## src/rtl/pattern_gen_pkg.sv

```systemverilog
// Shared types and constants for the pattern generator.
package pattern_gen_pkg;

  // Default counter/field width; matches the measured-count width of the edge counter.
  localparam int DEFAULT_WIDTH = 12;

  typedef enum logic [1:0] {
    ST_IDLE = 2'd0,
    ST_HIGH = 2'd1,
    ST_LOW  = 2'd2,
    ST_DONE = 2'd3
  } state_t;

endpackage

```

## src/rtl/pattern_gen_if.sv

```systemverilog
// Control/status bundle of the pattern generator.
interface pattern_gen_if
  import pattern_gen_pkg::*;
#(
  parameter int WIDTH = DEFAULT_WIDTH
);

  logic             enb;
  logic             start;
  logic             stop;
  logic [WIDTH-1:0] period;
  logic [WIDTH-1:0] high_len;
  logic [WIDTH-1:0] num_pulses;
  logic             wave;
  logic             rise;
  logic             busy;
  logic             done;
  logic [WIDTH-1:0] pulses_sent;

  // Controller side: drives the requests and configuration.
  modport master (
    output enb, start, stop, period, high_len, num_pulses,
    input  wave, rise, busy, done, pulses_sent
  );

  // Generator side.
  modport slave (
    input  enb, start, stop, period, high_len, num_pulses,
    output wave, rise, busy, done, pulses_sent
  );

endinterface

```

## src/rtl/pattern_gen_phase_timer.sv

```systemverilog
// Loadable down-counter timing the HIGH and LOW phases; tc flags a zero count.
module pattern_gen_phase_timer
  import pattern_gen_pkg::*;
#(
  parameter int WIDTH = DEFAULT_WIDTH
) (
  input  logic             clk,
  input  logic             rst_n,
  input  logic             load,
  input  logic [WIDTH-1:0] load_val,
  output logic             tc
);

  logic [WIDTH-1:0] count;

  // Reload on phase entry, otherwise count down and park at zero.
  // NOTE: registers are written with <= so every flop samples pre-edge values.
  always_ff @(posedge clk or negedge rst_n) begin
    if (!rst_n) begin
      count <= '0;
    end else if (load) begin
      count <= load_val;
    end else if (count != '0) begin
      count <= count - WIDTH'(1);
    end
  end

  assign tc = (count == '0);

endmodule

```

## src/rtl/pattern_gen.sv

```systemverilog
// Pulse-train generator: programmable period, high time and pulse count.
module pattern_gen
  import pattern_gen_pkg::*;
#(
  parameter int WIDTH = DEFAULT_WIDTH
) (
  input  logic         clk,
  input  logic         rst_n,
  pattern_gen_if.slave bus
);

  localparam logic [WIDTH-1:0] ONE = {{(WIDTH-1){1'b0}}, 1'b1};

  state_t           state;
  logic [WIDTH-1:0] cfg_period;
  logic [WIDTH-1:0] cfg_high;   // clamped high time He
  logic [WIDTH-1:0] cfg_num;
  logic             stop_flag;

  logic             tc;
  logic             tmr_load;
  logic [WIDTH-1:0] tmr_val;
  logic [WIDTH-1:0] he_in;
  logic             degenerate;
  logic             finish;

  // Clamp, degenerate-config and end-of-train decisions plus timer reload value.
  // NOTE: every always_comb output gets a default first so no latch is inferred.
  always_comb begin
    he_in      = (bus.high_len >= bus.period) ? bus.period - ONE : bus.high_len;
    degenerate = (bus.period <= ONE) || (bus.high_len == '0);
    finish     = ((cfg_num != '0) && (bus.pulses_sent == cfg_num)) || stop_flag || bus.stop;
    tmr_load   = 1'b0;
    tmr_val    = '0;
    if (bus.enb) begin
      unique case (state)
        ST_IDLE: if (bus.start && !degenerate) begin
          tmr_load = 1'b1;
          tmr_val  = he_in - ONE;
        end
        ST_HIGH: if (tc) begin
          tmr_load = 1'b1;
          tmr_val  = cfg_period - cfg_high - ONE;
        end
        ST_LOW: if (tc && !finish) begin
          tmr_load = 1'b1;
          tmr_val  = cfg_high - ONE;
        end
        default: ;
      endcase
    end
  end

  pattern_gen_phase_timer #(.WIDTH(WIDTH)) u_phase_timer (
    .clk      (clk),
    .rst_n    (rst_n),
    .load     (tmr_load),
    .load_val (tmr_val),
    .tc       (tc)
  );

  // State machine with registered outputs; enb low aborts to IDLE from anywhere.
  always_ff @(posedge clk or negedge rst_n) begin
    if (!rst_n) begin
      // NOTE: latched configuration is reset too, so no state ever starts as X.
      state           <= ST_IDLE;
      cfg_period      <= '0;
      cfg_high        <= '0;
      cfg_num         <= '0;
      stop_flag       <= 1'b0;
      bus.wave        <= 1'b0;
      bus.rise        <= 1'b0;
      bus.busy        <= 1'b0;
      bus.done        <= 1'b0;
      bus.pulses_sent <= '0;
    end else if (!bus.enb) begin
      state           <= ST_IDLE;
      stop_flag       <= 1'b0;
      bus.wave        <= 1'b0;
      bus.rise        <= 1'b0;
      bus.busy        <= 1'b0;
      bus.done        <= 1'b0;
      bus.pulses_sent <= '0;
    end else begin
      bus.rise <= 1'b0;
      bus.done <= 1'b0;
      unique case (state)
        ST_IDLE: begin
          if (bus.start) begin
            cfg_period <= bus.period;
            cfg_high   <= he_in;
            cfg_num    <= bus.num_pulses;
            if (degenerate) begin
              state           <= ST_DONE;
              bus.done        <= 1'b1;
              bus.pulses_sent <= '0;
            end else begin
              state           <= ST_HIGH;
              bus.wave        <= 1'b1;
              bus.rise        <= 1'b1;
              bus.busy        <= 1'b1;
              bus.pulses_sent <= ONE;
            end
          end
        end
        ST_HIGH: begin
          if (bus.stop) stop_flag <= 1'b1;
          if (tc) begin
            state    <= ST_LOW;
            bus.wave <= 1'b0;
          end
        end
        ST_LOW: begin
          if (bus.stop) stop_flag <= 1'b1;
          if (tc) begin
            if (finish) begin
              state    <= ST_DONE;
              bus.done <= 1'b1;
              bus.busy <= 1'b0;
            end else begin
              state           <= ST_HIGH;
              bus.wave        <= 1'b1;
              bus.rise        <= 1'b1;
              bus.pulses_sent <= bus.pulses_sent + ONE;
            end
          end
        end
        default: begin
          state     <= ST_IDLE;
          stop_flag <= 1'b0;
        end
      endcase
    end
  end

endmodule

```

## src/flat_wrapper.sv

```systemverilog
// flat-port wrapper written by rule: the top's interface ports become plain ports
module pattern_gen_flat import pattern_gen_pkg::*;
#(
  parameter int WIDTH = DEFAULT_WIDTH
)
  (clk, rst_n, bus_enb, bus_start, bus_stop, bus_period, bus_high_len, bus_num_pulses, bus_wave, bus_rise, bus_busy, bus_done, bus_pulses_sent);
  pattern_gen_if #(.WIDTH(WIDTH)) bus_i ();
  input  logic clk;
  input  logic rst_n;
  input wire logic [$bits(bus_i.enb)-1:0] bus_enb;
  input wire logic [$bits(bus_i.start)-1:0] bus_start;
  input wire logic [$bits(bus_i.stop)-1:0] bus_stop;
  input wire logic [$bits(bus_i.period)-1:0] bus_period;
  input wire logic [$bits(bus_i.high_len)-1:0] bus_high_len;
  input wire logic [$bits(bus_i.num_pulses)-1:0] bus_num_pulses;
  output wire logic [$bits(bus_i.wave)-1:0] bus_wave;
  output wire logic [$bits(bus_i.rise)-1:0] bus_rise;
  output wire logic [$bits(bus_i.busy)-1:0] bus_busy;
  output wire logic [$bits(bus_i.done)-1:0] bus_done;
  output wire logic [$bits(bus_i.pulses_sent)-1:0] bus_pulses_sent;
  assign bus_i.enb = bus_enb;
  assign bus_i.start = bus_start;
  assign bus_i.stop = bus_stop;
  assign bus_i.period = bus_period;
  assign bus_i.high_len = bus_high_len;
  assign bus_i.num_pulses = bus_num_pulses;
  assign bus_wave = bus_i.wave;
  assign bus_rise = bus_i.rise;
  assign bus_busy = bus_i.busy;
  assign bus_done = bus_i.done;
  assign bus_pulses_sent = bus_i.pulses_sent;
  pattern_gen #(.WIDTH(WIDTH)) u_core (.clk(clk), .rst_n(rst_n), .bus(bus_i));
endmodule
```

## config.mk

```make
export PLATFORM = sky130hd
export DESIGN_NAME = pattern_gen_flat
export DESIGN_NICKNAME = d
export VERILOG_FILES = /design/src/rtl/pattern_gen_pkg.sv /design/src/rtl/pattern_gen_if.sv /design/src/rtl/pattern_gen_phase_timer.sv /design/src/rtl/pattern_gen.sv /design/src/flat_wrapper.sv
export SDC_FILE = /design/constraint.sdc
export NUM_CORES = 1
export LEC_CHECK = 0
export ABC_AREA = 1
export ABC_CLOCK_PERIOD_IN_PS = 6440
export BUFFER_PORTS_ARGS = -buffer_cell sky130_fd_sc_hd__buf_2
export CAP_MARGIN = 10
export CELL_PAD_IN_SITES_DETAIL_PLACEMENT = 0
export CELL_PAD_IN_SITES_GLOBAL_PLACEMENT = 1
export CORE_AREA = 10 10 108 130
export CTS_BUF_LIST = sky130_fd_sc_hd__clkbuf_2
export CTS_CLUSTER_SIZE = 16
export DETAILED_ROUTE_END_ITERATION = 8
export DIE_AREA = 0 0 118 140
export PLACE_DENSITY_LB_ADDON = 0.1
export SETUP_SLACK_MARGIN = 0.3
export SLEW_MARGIN = 20
export SYNTH_ARGS = -nofsm -noshare
export SYNTH_HDL_FRONTEND = slang
export SYNTH_SLANG_ARGS = --single-unit
```

## constraint.sdc

```tcl
create_clock -name clk -period 6.44 [get_ports clk]
set_clock_uncertainty 0.2 [all_clocks]
set_input_delay 0.644 -clock clk [delete_from_list [all_inputs] [get_ports clk]]
set_output_delay 0.644 -clock clk [all_outputs]
set_load 0.03 [all_outputs]
```

# ---- After elaboration in Yosys (flattened, before gate mapping)
# Cells that the tools add are included.
# W data, S select, Z words.
dict set report op_classes {
  add_sub_neg 7
  mul 0
  div_mod_pow 0
  magnitude_cmp 2
  eq_ne 13
  shifts 0
  muxes 52
  bitwise_logic 0
  n_reduce_logical 21
}
# cell n
set ops {}
lappend ops {{$mux W12} 11}
lappend ops {{$sub A12 B1 Y12 const B} 5}
lappend ops {{$pmux W12 S3} 1}
lappend ops {{$mux W1} 26}
lappend ops {{$logic_not A12 Y1} 2}
lappend ops {{$pmux W12 S2} 1}
lappend ops {{$reduce_bool A12 Y1} 2}
lappend ops {{$add A12 B1 Y12 const B} 1}
lappend ops {{$eq A12 B12 Y1} 1}
lappend ops {{$ge A12 B12 Y1} 1}
lappend ops {{$le A12 B1 Y1 const B} 1}
lappend ops {{$mux W2} 6}
lappend ops {{$ne A3 B2 Y1 const B} 4}
lappend ops {{$sub A12 B12 Y12} 1}
lappend ops {{$ne A3 B3 Y1 const B} 3}
lappend ops {{$pmux W1 S2} 4}
lappend ops {{$pmux W1 S3} 2}
lappend ops {{$pmux W2 S3} 1}
lappend ops {{$reduce_and A3 Y1} 2}
lappend ops {{$reduce_and A6 Y1} 1}
lappend ops {{$reduce_and A5 Y1} 1}
lappend ops {{$ne A4 B1 Y1 const B} 1}
lappend ops {{$reduce_and A4 Y1} 1}
lappend ops {{$logic_and A1 B1 Y1} 3}
lappend ops {{10 further kinds} 13}
dict set report totals {
  regBits 67
  latchBits 0
  ram_bits 0
  mem_bits_ro 0
  inputBits 41
  elab_cells 106
  memories 0
}

# ---- Logic depth before layout (Yosys ltp)
dict set report depth {
  depth_word 10
  ltp_mapped 19
  ltp_nobuf 18
}

# ---- Modules after synthesis
# From an unflattened synthesis, not the netlist that was laid out.
dict set report hier_totals {
  hier_cells 817
  area_unflattened_um2 5542.8
}
# module instances cells_per_inst area_per_inst_um2 seq_area_each_um2
set modules_own_cells {}
lappend modules_own_cells {pattern_gen 1 696 4713.3 1376.3}
lappend modules_own_cells {pattern_gen_phase_timer 1 121 829.5 300.3}

# ---- Least setup slack after synthesis
# Ideal clock, no wire load.
dict set report synth_timing {
  path_kind {input -> register}
  start {in bus_period[11]}
  end {reg u_core.u_phase_timer.count[6]}
  setup_ns 0.077
  arrival_time_ns 2.507
  required_ns 6.163
  slack_ns 3.655
  stages 17
  n_path_buf 1
  path_cell_list {inv_1 -> ha_1 -> nand2_2 -> nor2_4 -> and2_4 -> nand2_4 -> nand3_4 -> buf_6 -> nand2_2 -> nand2_2 -> ha_1 -> nand2_2 -> nor2_4 -> nand2_1 -> a21oi_1 -> o21ai_0 -> a21oi_1}
}
dict set report synth_between {
  elab_chain_len 8
  elab_cells_between_ends 15
  cone_classes {1 x add/sub; 2 x order compare; 8 x mux; 4 x reduce/logical}
}
# item line_no
set synth_lines {}
lappend synth_lines {{start, declared} flat_wrapper.sv:13} ;# input wire logic [$bits(bus_i.period)-1:0] bus_period;
lappend synth_lines {{branches (longest 8 deep; another with $ge A12 B12 Y1)} -}
lappend synth_lines {{end signal, assigned} pattern_gen_phase_timer.sv:22} ;# count <= load_val;
lappend synth_lines {{end signal, assigned} pattern_gen_phase_timer.sv:24} ;# count <= count - WIDTH'(1);
lappend synth_lines {{end, declared} pattern_gen_phase_timer.sv:14} ;# logic [WIDTH-1:0] count;
# Parallel ways; which one is timed is not known.
# A chain may end at the register's enable or synchronous reset.

# ---- Final worst setup path
dict set report layout_timing {
  start {in bus_period[9]}
  end {reg u_core.u_phase_timer.count[6]}
}
# Same word-level chain as after synthesis.

==> results.toml <==
[outcome]
status = "complete, no violations"

[critical_path]
crit_path_max_fanout = 16
slowest_delay_ns = 0.36
cp_data_required_time_ns = 6.69
cp.arrival_ns = 3.18
worstSetupEndpointType = "flop"
cp_top_family = "simple AND/OR/NAND/NOR gates"
critical_path.startpoint_type = "input port"
cpMaxStageDelayCell = "o21ai_1"
critical_path_class = "in -> reg"
crit_chain = "buf_2 > inv_1 > ha_1 > nand2_1 > nor2_4 > and2_4 > nand2_4 > nand3_4 > o21ai_1 > ha_1 > nand2_2 > nor2_4 > nand2_1 > a21oi_1 > o21ai_0 > a21oi_1"
worst-path-buf-inv = 2

[finish]
antennaDiodeCount = 0
design_area_um2 = 5930
nets = 894
synthToLayoutAreaGrowth_pct = 9.65
drive_above_1_share = 0.134
mostFrequentLayoutCells = "nand2_1 (190), inv_1 (95), dfrtp_1 (67), nor2_1 (66), o21ai_0 (59)"
final_common_cell = "nand2_1"
utilization = 0.520

[floorplanning]
core_area_um2 = 11400
die_h_um = 140
die_area_um2 = 16500
start_util = 0.474
die_w_um = 118
core.rowCount = 43
ios = 57

[synthesis]
ys.flop_type = "dfrtp_1"
yosysWarningCount = 0
synth-seq-area-share = 0.310
synth-seq-cells = 67
syn_area_per_cell_um2 = 7.11
synth_top_cell_area_share = 0.310
synth_nets = 835
async_flop_share = 1.00
synth_edf_count = 0
yosys-top-cells-area = "dfrtp_1 (31%), nand2_1 (13%), ha_1 (7.6%), inv_1 (6.6%), o21ai_0 (5.5%)"
synth.largest_area_cell = "dfrtp_1"
yosysUniqueCellTypes = 46
syn_inst = 760
synth_area_um2 = 5410

[detailed_routing]
dr.pass1.iters = 5
wire_per_inst_um = 15.4
route.detailed.drc = 0
first_iter_violations = 384
ant_nets = 0
routed_wirelength_um = 15100
num_vias = 5132
via_per_inst = 5.24

[timing]
finalSetupViolCount = 0
min_period_ns = 2.94
finalMaxSlewViolations = 0
tightest_slew_ns = 0.865
holdWs_ns = 0.0738
min_period_over_period = 0.456
final-hold-violation-count = 0
clock.fmax_mhz = 341
fin_tns_setup_ns = 0
rsz0062_at_grt = "false"
relSlewSlack = 0.423

[placed_design]
port_buffers = 56
place_congestion = 0.957
place_hpwl_um = 12100
place_area_um2 = 5850

[flow_run]
drv_cap = 0

[global_routing]
groute.usage.overall = 0.183
grt_max_degree = 68
overflow = 0
grt_pass1_vias = 5166
grt_first_pass_wirelength_um = 25100
antenna_found_initial = 0

[cts]
cts_tree = "yes"
cts_max_level = 3
clk_latency_ns = 0.54
cts_sinks = 67
numCtsBuffers = 9
postCtsSetupBuffers = 0
cts_resized = 0
cts_hold_buffers = 0
clock_path_buffers = 2
clockRootBuffer = "clkbuf_2"
clk_pin_slew_ns = 0.21

[pwr]
share_seq_of_total_power = 0.344
p_leak_nw = 2.94
cellPowerDensity_nw_per_um2 = 364
p_int_mw = 1.07
ir_drop_mv = 0.158
p_sw_frac = 0.504
p_clk_frac = 0.096
power_switching_mw = 1.09
combinationalPowerShare = 0.561

[hold_path]
min_path_type = "in -> async"
==> logic make-up after synthesis <==
kind of cell	Yosys count	share of synthesized area
and+or+nand+nor	377	0.323
AOI/OAI and AO/OA	129	0.137
buffers and inverters	109	0.0787
DFF	67	0.310
xor gates and xnor gates	44	0.0713
adders and majority gates	34	0.0801
==> metal layers <==
| layer | vias to the layer above | global-route usage | wire length [µm] |
|---|---|---|---|
| met3 | 24 | 0.0410 | 647 |
| met1 | 2377 | 0.225 | 7010 |
| met5 | - | 0 | 0 |
| li1 | 2617 | - | - |
| met2 | 114 | 0.310 | 7150 |
| met4 | 0 | 0.0587 | 309 |
==> sequential cells by signal, summed over array words and instances, names as in the netlist, 2 cells and up <==
register and count:
u_core.bus.pulses_sent 12, u_core.cfg_high 12, u_core.cfg_num 12, u_core.cfg_period 12
u_core.state 2, u_core.u_phase_timer.count 12
==> path summary, 6_finish.rpt <==
| check | from | to | slack [ns] | depth (start not counted) |
|---|---|---|---|---|
| max | bus_period[9] | u_core.u_phase_timer.count[6]$_DFFE_PN0P_ | 3.50 | 16 |
| min | rst_n | u_core.state[0]$_DFFE_PN0P_ | 0.07 | 2 |
| max reg2reg | u_core.state[0]$_DFFE_PN0P_ | u_core.bus.pulses_sent[6]$_DFFE_PN0P_ | 3.78 | 9 |
| min reg2reg | u_core.bus.wave$_DFFE_PN0P_ | u_core.bus.wave$_DFFE_PN0P_ | 0.31 | 2 |
| max in group asynchronous | rst_n | u_core.u_phase_timer.count[3]$_DFFE_PN0P_ | 5.39 | 2 |
| min in group clk | bus_num_pulses[2] | u_core.cfg_num[2]$_DFFE_PN0P_ | 0.10 | 3 |
==> through the flow <==
| step | worst slack [ns] | cells | total power, mW |
|---|---|---|---|
| floorplan | 3.66 | 760 | 1.63 |
| global placement | 2.98 | 965 | 1.93 |
| detailed placement | 2.96 | 965 | 1.95 |
| CTS | 3.50 | 979 | 2.16 |
| global route | 3.30 | 979 | 2.38 |
| finish | 3.50 | 979 | 2.16 |
==> cells in the mapped netlist, types with 5 or more instances <==
master / instances
nand3b_1: 9
xor2_1: 30
a21oi_1: 35
nor4_1: 5
o21ai_0: 59
dfrtp_1: 67
inv_1: 95
nor3_1: 13
nand3_1: 50
nand2_2: 10
nand2_1: 190
xnor2_1: 14
ha_1: 33
o41ai_1: 5
nor2_4: 7
o22ai_1: 9
clkbuf_1: 8
nor2_1: 66
nand4_1: 10
==> worst reg2reg max path, delay by kind of cell, from the launching register on <==
kind | cells | cell delay (ns)
DFF | 1 | 0.45
AOI/OAI and AO/OA | 2 | 0.43
adders and majority gates | 1 | 0.29
buffers and inverters | 3 | 0.56
and+or+nand+nor | 3 | 0.67
==> layout make-up <==
type	count	area (µm²)
Multi-Input combinational cell	584	3300
Fill cell	1203	5480
Timing Repair Buffer	59	303
Clock buffer	10	50.0
Inverter	98	368
Clock inverter	4	30.0
Sequential cell	67	1680
Tap cell	157	196
==> power groups by stage <==
stage          clock, mW  combinational (mW)  sequential, mW
2_1_floorplan          0               0.906           0.729
3_3_place_gp           0                1.18           0.746
3_5_place_dp           0                1.20           0.753
4_1_cts            0.212                1.21           0.743
5_1_grt            0.235                1.38           0.768
6_report           0.206                1.21           0.742
Note: power is estimated with default switching activity, not from simulation.
